==> src/rtl/instruction_fetch_unit.sv <==
// Instruction fetch unit: issues one word fetch at a time, buffers returned words
// with their PCs in a small FIFO, and handles redirects and misaligned-target faults.
module instruction_fetch_unit #(
  parameter int                    ADDR_WIDTH   = 32,
  parameter logic [ADDR_WIDTH-1:0] RESET_VECTOR = '0,
  parameter int                    FIFO_DEPTH   = 4
) (
  input  logic                  pll_1_200MHz,
  input  logic                  system_reset,
  output logic                  imem_req_valid,
  input  logic                  imem_req_ready,
  output logic [ADDR_WIDTH-1:0] imem_req_addr,
  input  logic                  imem_resp_valid,
  input  logic [31:0]           imem_resp_data,
  input  logic                  redirect_valid,
  input  logic [ADDR_WIDTH-1:0] redirect_target,
  output logic                  inst_valid,
  input  logic                  inst_ready,
  output logic [31:0]           inst_data,
  output logic [ADDR_WIDTH-1:0] inst_pc,
  output logic                  misaligned_fault
);

  localparam int                    PTR_W     = $clog2(FIFO_DEPTH);
  localparam int                    CNT_W     = PTR_W + 1;
  localparam logic [CNT_W-1:0]      DEPTH_CNT = CNT_W'(FIFO_DEPTH);
  localparam logic [ADDR_WIDTH-1:0] PC_STEP   = ADDR_WIDTH'(4);

  typedef enum logic [1:0] {
    FETCH = 2'd0,
    WAIT  = 2'd1,
    HALT  = 2'd2
  } state_t;

  state_t state;
  state_t state_next;

  logic [ADDR_WIDTH-1:0] fetch_pc;
  logic [ADDR_WIDTH-1:0] pending_pc;
  logic                  discard;

  logic [ADDR_WIDTH-1:0] fifo_pc   [FIFO_DEPTH];
  logic [31:0]           fifo_data [FIFO_DEPTH];
  logic [PTR_W-1:0]      rd_ptr;
  logic [PTR_W-1:0]      wr_ptr;
  logic [CNT_W-1:0]      count;

  logic accept;
  logic redirect_taken;
  logic redirect_aligned;
  logic push;
  logic pop;
  logic flush;
  logic load_target;
  logic advance_pc;
  logic latch_pending;
  logic set_discard;
  logic clear_discard;
  logic set_fault;

  // Outputs are forced quiet while reset is held so nothing leaks out mid-reset.
  assign imem_req_valid   = !system_reset && (state == FETCH) && (count < DEPTH_CNT);
  assign imem_req_addr    = fetch_pc;
  assign inst_valid       = !system_reset && (state != HALT) && (count != '0);
  assign inst_pc          = fifo_pc[rd_ptr];
  assign inst_data        = fifo_data[rd_ptr];
  assign accept           = imem_req_valid && imem_req_ready;
  assign redirect_taken   = redirect_valid && (state != HALT);
  assign redirect_aligned = (redirect_target[1:0] == 2'b00);

  always_comb begin
    state_next    = state;
    push          = 1'b0;
    pop           = 1'b0;
    flush         = 1'b0;
    load_target   = 1'b0;
    advance_pc    = 1'b0;
    latch_pending = 1'b0;
    set_discard   = 1'b0;
    clear_discard = 1'b0;
    set_fault     = 1'b0;

    if (redirect_taken) begin
      flush = 1'b1;
      if (!redirect_aligned) begin
        set_fault  = 1'b1;
        state_next = HALT;
      end else begin
        load_target = 1'b1;
        // A fetch still in flight after this edge must have its word thrown away.
        if (accept || ((state == WAIT) && !imem_resp_valid)) begin
          set_discard = 1'b1;
          state_next  = WAIT;
        end else begin
          clear_discard = 1'b1;
          state_next    = FETCH;
        end
      end
    end else begin
      pop = inst_valid && inst_ready;
      case (state)
        FETCH: begin
          if (accept) begin
            latch_pending = 1'b1;
            state_next    = WAIT;
          end
        end
        WAIT: begin
          if (imem_resp_valid) begin
            state_next = FETCH;
            if (discard) begin
              clear_discard = 1'b1;
            end else begin
              push       = 1'b1;
              advance_pc = 1'b1;
            end
          end
        end
        default: begin
        end
      endcase
    end
  end

  always_ff @(posedge pll_1_200MHz) begin
    if (system_reset) begin
      state <= FETCH;
    end else begin
      state <= state_next;
    end
  end

  always_ff @(posedge pll_1_200MHz) begin
    if (system_reset) begin
      fetch_pc         <= RESET_VECTOR;
      pending_pc       <= RESET_VECTOR;
      discard          <= 1'b0;
      misaligned_fault <= 1'b0;
      rd_ptr           <= '0;
      wr_ptr           <= '0;
      count            <= '0;
    end else begin
      if (load_target) begin
        fetch_pc <= redirect_target;
      end else if (advance_pc) begin
        fetch_pc <= pending_pc + PC_STEP;
      end

      if (latch_pending) begin
        pending_pc <= fetch_pc;
      end

      if (set_discard) begin
        discard <= 1'b1;
      end else if (clear_discard) begin
        discard <= 1'b0;
      end

      if (set_fault) begin
        misaligned_fault <= 1'b1;
      end

      if (flush) begin
        rd_ptr <= '0;
        wr_ptr <= '0;
        count  <= '0;
      end else begin
        if (push) begin
          wr_ptr <= wr_ptr + PTR_W'(1);
        end
        if (pop) begin
          rd_ptr <= rd_ptr + PTR_W'(1);
        end
        case ({push, pop})
          2'b10:   count <= count + CNT_W'(1);
          2'b01:   count <= count - CNT_W'(1);
          default: count <= count;
        endcase
      end
    end
  end

  // Buffer storage needs no reset; only entries below count are ever observed.
  always_ff @(posedge pll_1_200MHz) begin
    if (push) begin
      fifo_pc[wr_ptr]   <= pending_pc;
      fifo_data[wr_ptr] <= imem_resp_data;
    end
  end

endmodule

==> config.mk <==
export PLATFORM = sky130hd
export DESIGN_NAME = instruction_fetch_unit
export DESIGN_NICKNAME = d
export VERILOG_FILES = /design/src/rtl/instruction_fetch_unit.sv
export SDC_FILE = /design/constraint.sdc
export NUM_CORES = 1
export LEC_CHECK = 0
export ABC_AREA = 0
export ABC_CLOCK_PERIOD_IN_PS = 9600
export BUFFER_PORTS_ARGS = -buffer_cell sky130_fd_sc_hd__buf_2
export CAP_MARGIN = 20
export CORE_ASPECT_RATIO = 0.7
export CORE_MARGIN = 5
export CORE_UTILIZATION = 35
export DETAILED_ROUTE_END_ITERATION = 10
export MAX_ROUTING_LAYER = met4
export SLEW_MARGIN = 15
export SYNTH_ARGS = -nofsm -noshare
export SYNTH_HDL_FRONTEND = slang
export SYNTH_SLANG_ARGS = --single-unit
==> constraint.sdc <==
create_clock -name pll_1_200MHz -period 9.6 [get_ports pll_1_200MHz]
set_input_delay 1.92 -clock pll_1_200MHz [delete_from_list [all_inputs] [get_ports pll_1_200MHz]]
set_output_delay 1.92 -clock pll_1_200MHz [all_outputs]
set_load 0.03 [all_outputs]
==> out/metrics.yaml <==
drt:
  drc: 0
  num_vias: 7468
  drtPass1Iterations: 5
  wl_mm: 31.1
  drt-initial-drc-count: 582
  viasPerCell: 5.10
  ant_nets: 0
  wl_per_cell_um: 21.2
logic_synthesis:
  synth_top_family_by_area: "multiplexers"
  synth-xor-area-share_pct: 1.71
  synth_edf_count: 256
  synth_simple_gate_area_share_pct: 6.76
  seq_area_frac_synth_pct: 72.0
  synth_cell_type_count: 45
  ys_warn_count: 0
  synth_top_area_cell: "edfxtp_1"
  syn_area_per_cell_um2: 16.4
  synth_area_mm2: 0.0128
  synth_fa_ha_area_share_pct: 0.742
  postSynthCellCount: 783
  synth_compound_area_share_pct: 5.75
  synth_top_area_share_pct: 60.0
  synth.mux.area_fraction_pct: 11.3
  async_reset_ff_share_pct: 0
  ys_ff_latch: 333
  synthFlopType: "edfxtp_1"
  synth_area_leaders: "edfxtp_1 (60%), dfxtp_1 (12%), mux4_2 (11%)"
  syn_nets: 860
pwr:
  pwr-share-seq_pct: 51.8
  ir_worst_vdd_mv: 0.115
  p_int_mw: 2.38
  p_leak_nw: 5.09
  power_density_mw_per_mm2: 197
  switching_power_mw: 0.634
  pwr-share-comb_pct: 3.3
  swShare_pct: 21.0
  pwr-share-clk_pct: 44.9
timing:
  post-route-period-util_pct: 55.6
  rsz0062_at_grt: "no"
  slew_headroom_pct: 33.8
  tightest_slew_ns: 0.994
  period_needed_ns: 5.34
  fin_ws_ns: 4.26
  hold_ws_ns: 0.473
  finalSetupViolCount: 0
  tns_ns: 0
  fmax_ghz: 0.187
  hold_violations: 0
  skew_ns: 0.0160
  maxSlewViolCount: 0
critical_path:
  critical_path_arrival_ns: 3.42
  crit_type: "in2out"
  crit_chain: "buf_2 -> buf_4 -> inv_1 -> o311a_1 -> buf_2"
  cp.required_ns: 7.68
  cp-end-kind: "output pin"
  cp-start-kind: "primary input"
  crit_start: "system_reset"
  rr_endpoint: "fifo_data[3][12]"
  cp_max_fo: 58
  slowest_delay_ns: 0.51
  cp_common_cell: "buf_2"
  r2r-start: "state[1]"
  crit_end: "inst_valid"
  rrSetupSlack_ns: 6.72
  cp_slowest_cell: "buf_4"
  ff2ff_path_depth: 5
clock_tree:
  clk_pin_slew_ns: 0.06
  htree_levels: 2
  cts_setup_buffers: 0
  clock_latency_ns: 0.52
  cts_buffer_depth: 3
  numCtsBuffers: 35
  cts_root_buf: "clkbuf_16"
  cts_tree: "built"
  ctsHoldBuffers: 0
  cts_resized: 0
  cts.sinks: 333
grt:
  grt_util_met3_pct: 4.20
  grtUsageTotal_pct: 15.7
  grt_overflow_total: 0
  met2_usage_pct: 24.2
  busiest_layer: "met2"
  antenna_found_initial: 1
  grt_use_met1_pct: 21.5
  grt_max_degree: 60
  grt_pass1_wl_mm: 47.7
  grt_pass1_vias: 7712
final_layout:
  layoutNonFillerInstCount: 1463
  drive_above_1_share_pct: 32.2
  multi_input_area_mm2: 0.00338
  final_nets: 1033
  fillCellCount: 3300
  utilization_pct: 42.6
  regArea_mm2: 0.00924
  syn_to_final_growth_pct: 19.6
placement:
  io_buffers: 168
  post-place-ws_ns: 4.26
  dpl.hpwl_mm: 19.3
  dp_cells: 1399
  place.gp.congestion: 0.784
die:
  row_count: 58
  io_pins: 169
  die_w_um: 239
  die_h_um: 170
  start_util_pct: 35.6
  core_mm2: 0.0360
  dieArea_mm2: 0.0406
job:
  cap_viol_max_count: 0
status:
  status: "completed"
min_path:
  hold_path_class: "reg2reg"
  holdPathStages: 2
-- critical path: cells and delay by family --
kind,cells,cell delay [ns]
AOI/OAI and AO/OA,1,0.27
buffers and inverters,4,1.20
-- power by group through the flow --
stage | sequential (mW) | clock (mW) | combinational (mW)
after floorplan | 1.60 | 0 | 0.0431
after global routing | 1.56 | 1.46 | 0.108
after global placement | 1.59 | 0 | 0.0993
after detailed placement | 1.59 | 0 | 0.101
after CTS | 1.56 | 1.40 | 0.101
final | 1.56 | 1.35 | 0.0997
-- metal layers --
| metal | vias to the layer above | wire length, um |
|---|---|---|
| met1 | 3802 | 14200 |
| li1 | 3410 | - |
| met2 | 210 | 14100 |
| met5 | - | 0 |
| met3 | 46 | 2210 |
| met4 | 0 | 481 |
-- cell families after synthesis --
family,after synthesis
multiplexers,64
adder cells (fa/ha/maj),7
flip-flops,333
AND/OR/NAND/NOR,182
buffers and inverters,53
AO/OA/AOI/OAI,119
XOR/XNOR,25
-- metrics by stage --
stage                     power [mW]  area (um2)
after floorplan                 1.65       12800
after global placement          1.69       14200
after detailed placement        1.69       14200
after CTS                       3.06       15300
after global routing            3.13       15300
final                           3.02       15300
-- sequential cells by signal, indices dropped and copies added (netlist names), named ones only --
| signal | flops |
|---|---|
| wr_ptr | 2 |
| count | 3 |
| pending_pc | 32 |
| rd_ptr | 2 |
| fifo_data | 128 |
| fifo_pc | 128 |
| misaligned_fault | 1 |
| discard | 1 |
| imem_req_addr | 32 |
| state | 2 |
-- Yosys cell counts (all sizes together), types with 2 or more instances --
cell type	count
a211oi	8
a21oi	55
a22oi	15
a31o	6
and2	5
and3	6
and4	4
buf	15
clkbuf	28
dfxtp	77
edfxtp	256
ha	6
inv	10
mux4	64
nand2	91
nand2b	2
nand3	10
nand4	11
nand4bb	3
nor2	34
nor3	5
nor4	6
o211ai	2
o21a	3
o21ai	11
o221ai	2
o22ai	8
o31a	5
xnor2	11
xor2	14
-- worst min path at each step --
| stage | from | end |
|---|---|---|
| final | imem_req_addr[25] | pending_pc[25] |
| after global routing | imem_req_addr[24] | pending_pc[24] |
| after CTS | imem_req_addr[24] | pending_pc[24] |
| after detailed placement | imem_req_addr[25] | pending_pc[25] |
| after global placement | imem_req_addr[2] | pending_pc[2] |
| after floorplan | pending_pc[24] | fifo_pc[0][24] |
-- placed cells by master, fill, tap and decap left out, types with 9 or more instances in the layout --
| cell | instances |
|---|---|
| nor2_1 | 33 |
| inv_1 | 10 |
| clkbuf_16 | 35 |
| a22oi_1 | 15 |
| xnor2_1 | 11 |
| a21oi_1 | 55 |
| edfxtp_1 | 256 |
| nand3_1 | 9 |
| mux4_2 | 64 |
| buf_4 | 11 |
| nand4_1 | 10 |
| nand2_1 | 91 |
| dfxtp_1 | 75 |
| xor2_1 | 14 |
| buf_2 | 168 |
-- layout make-up --
class	count	area share [%]
Tap cell	480	3.92
Sequential cell	333	60.3
Clock buffer	48	6.36
Antenna cell	1	0.0163
Inverter	10	0.245
Clock inverter	15	1.12
Multi-Input combinational cell	397	22.0
Timing Repair Buffer	179	6.03
(Power assumes the default switching activity.)
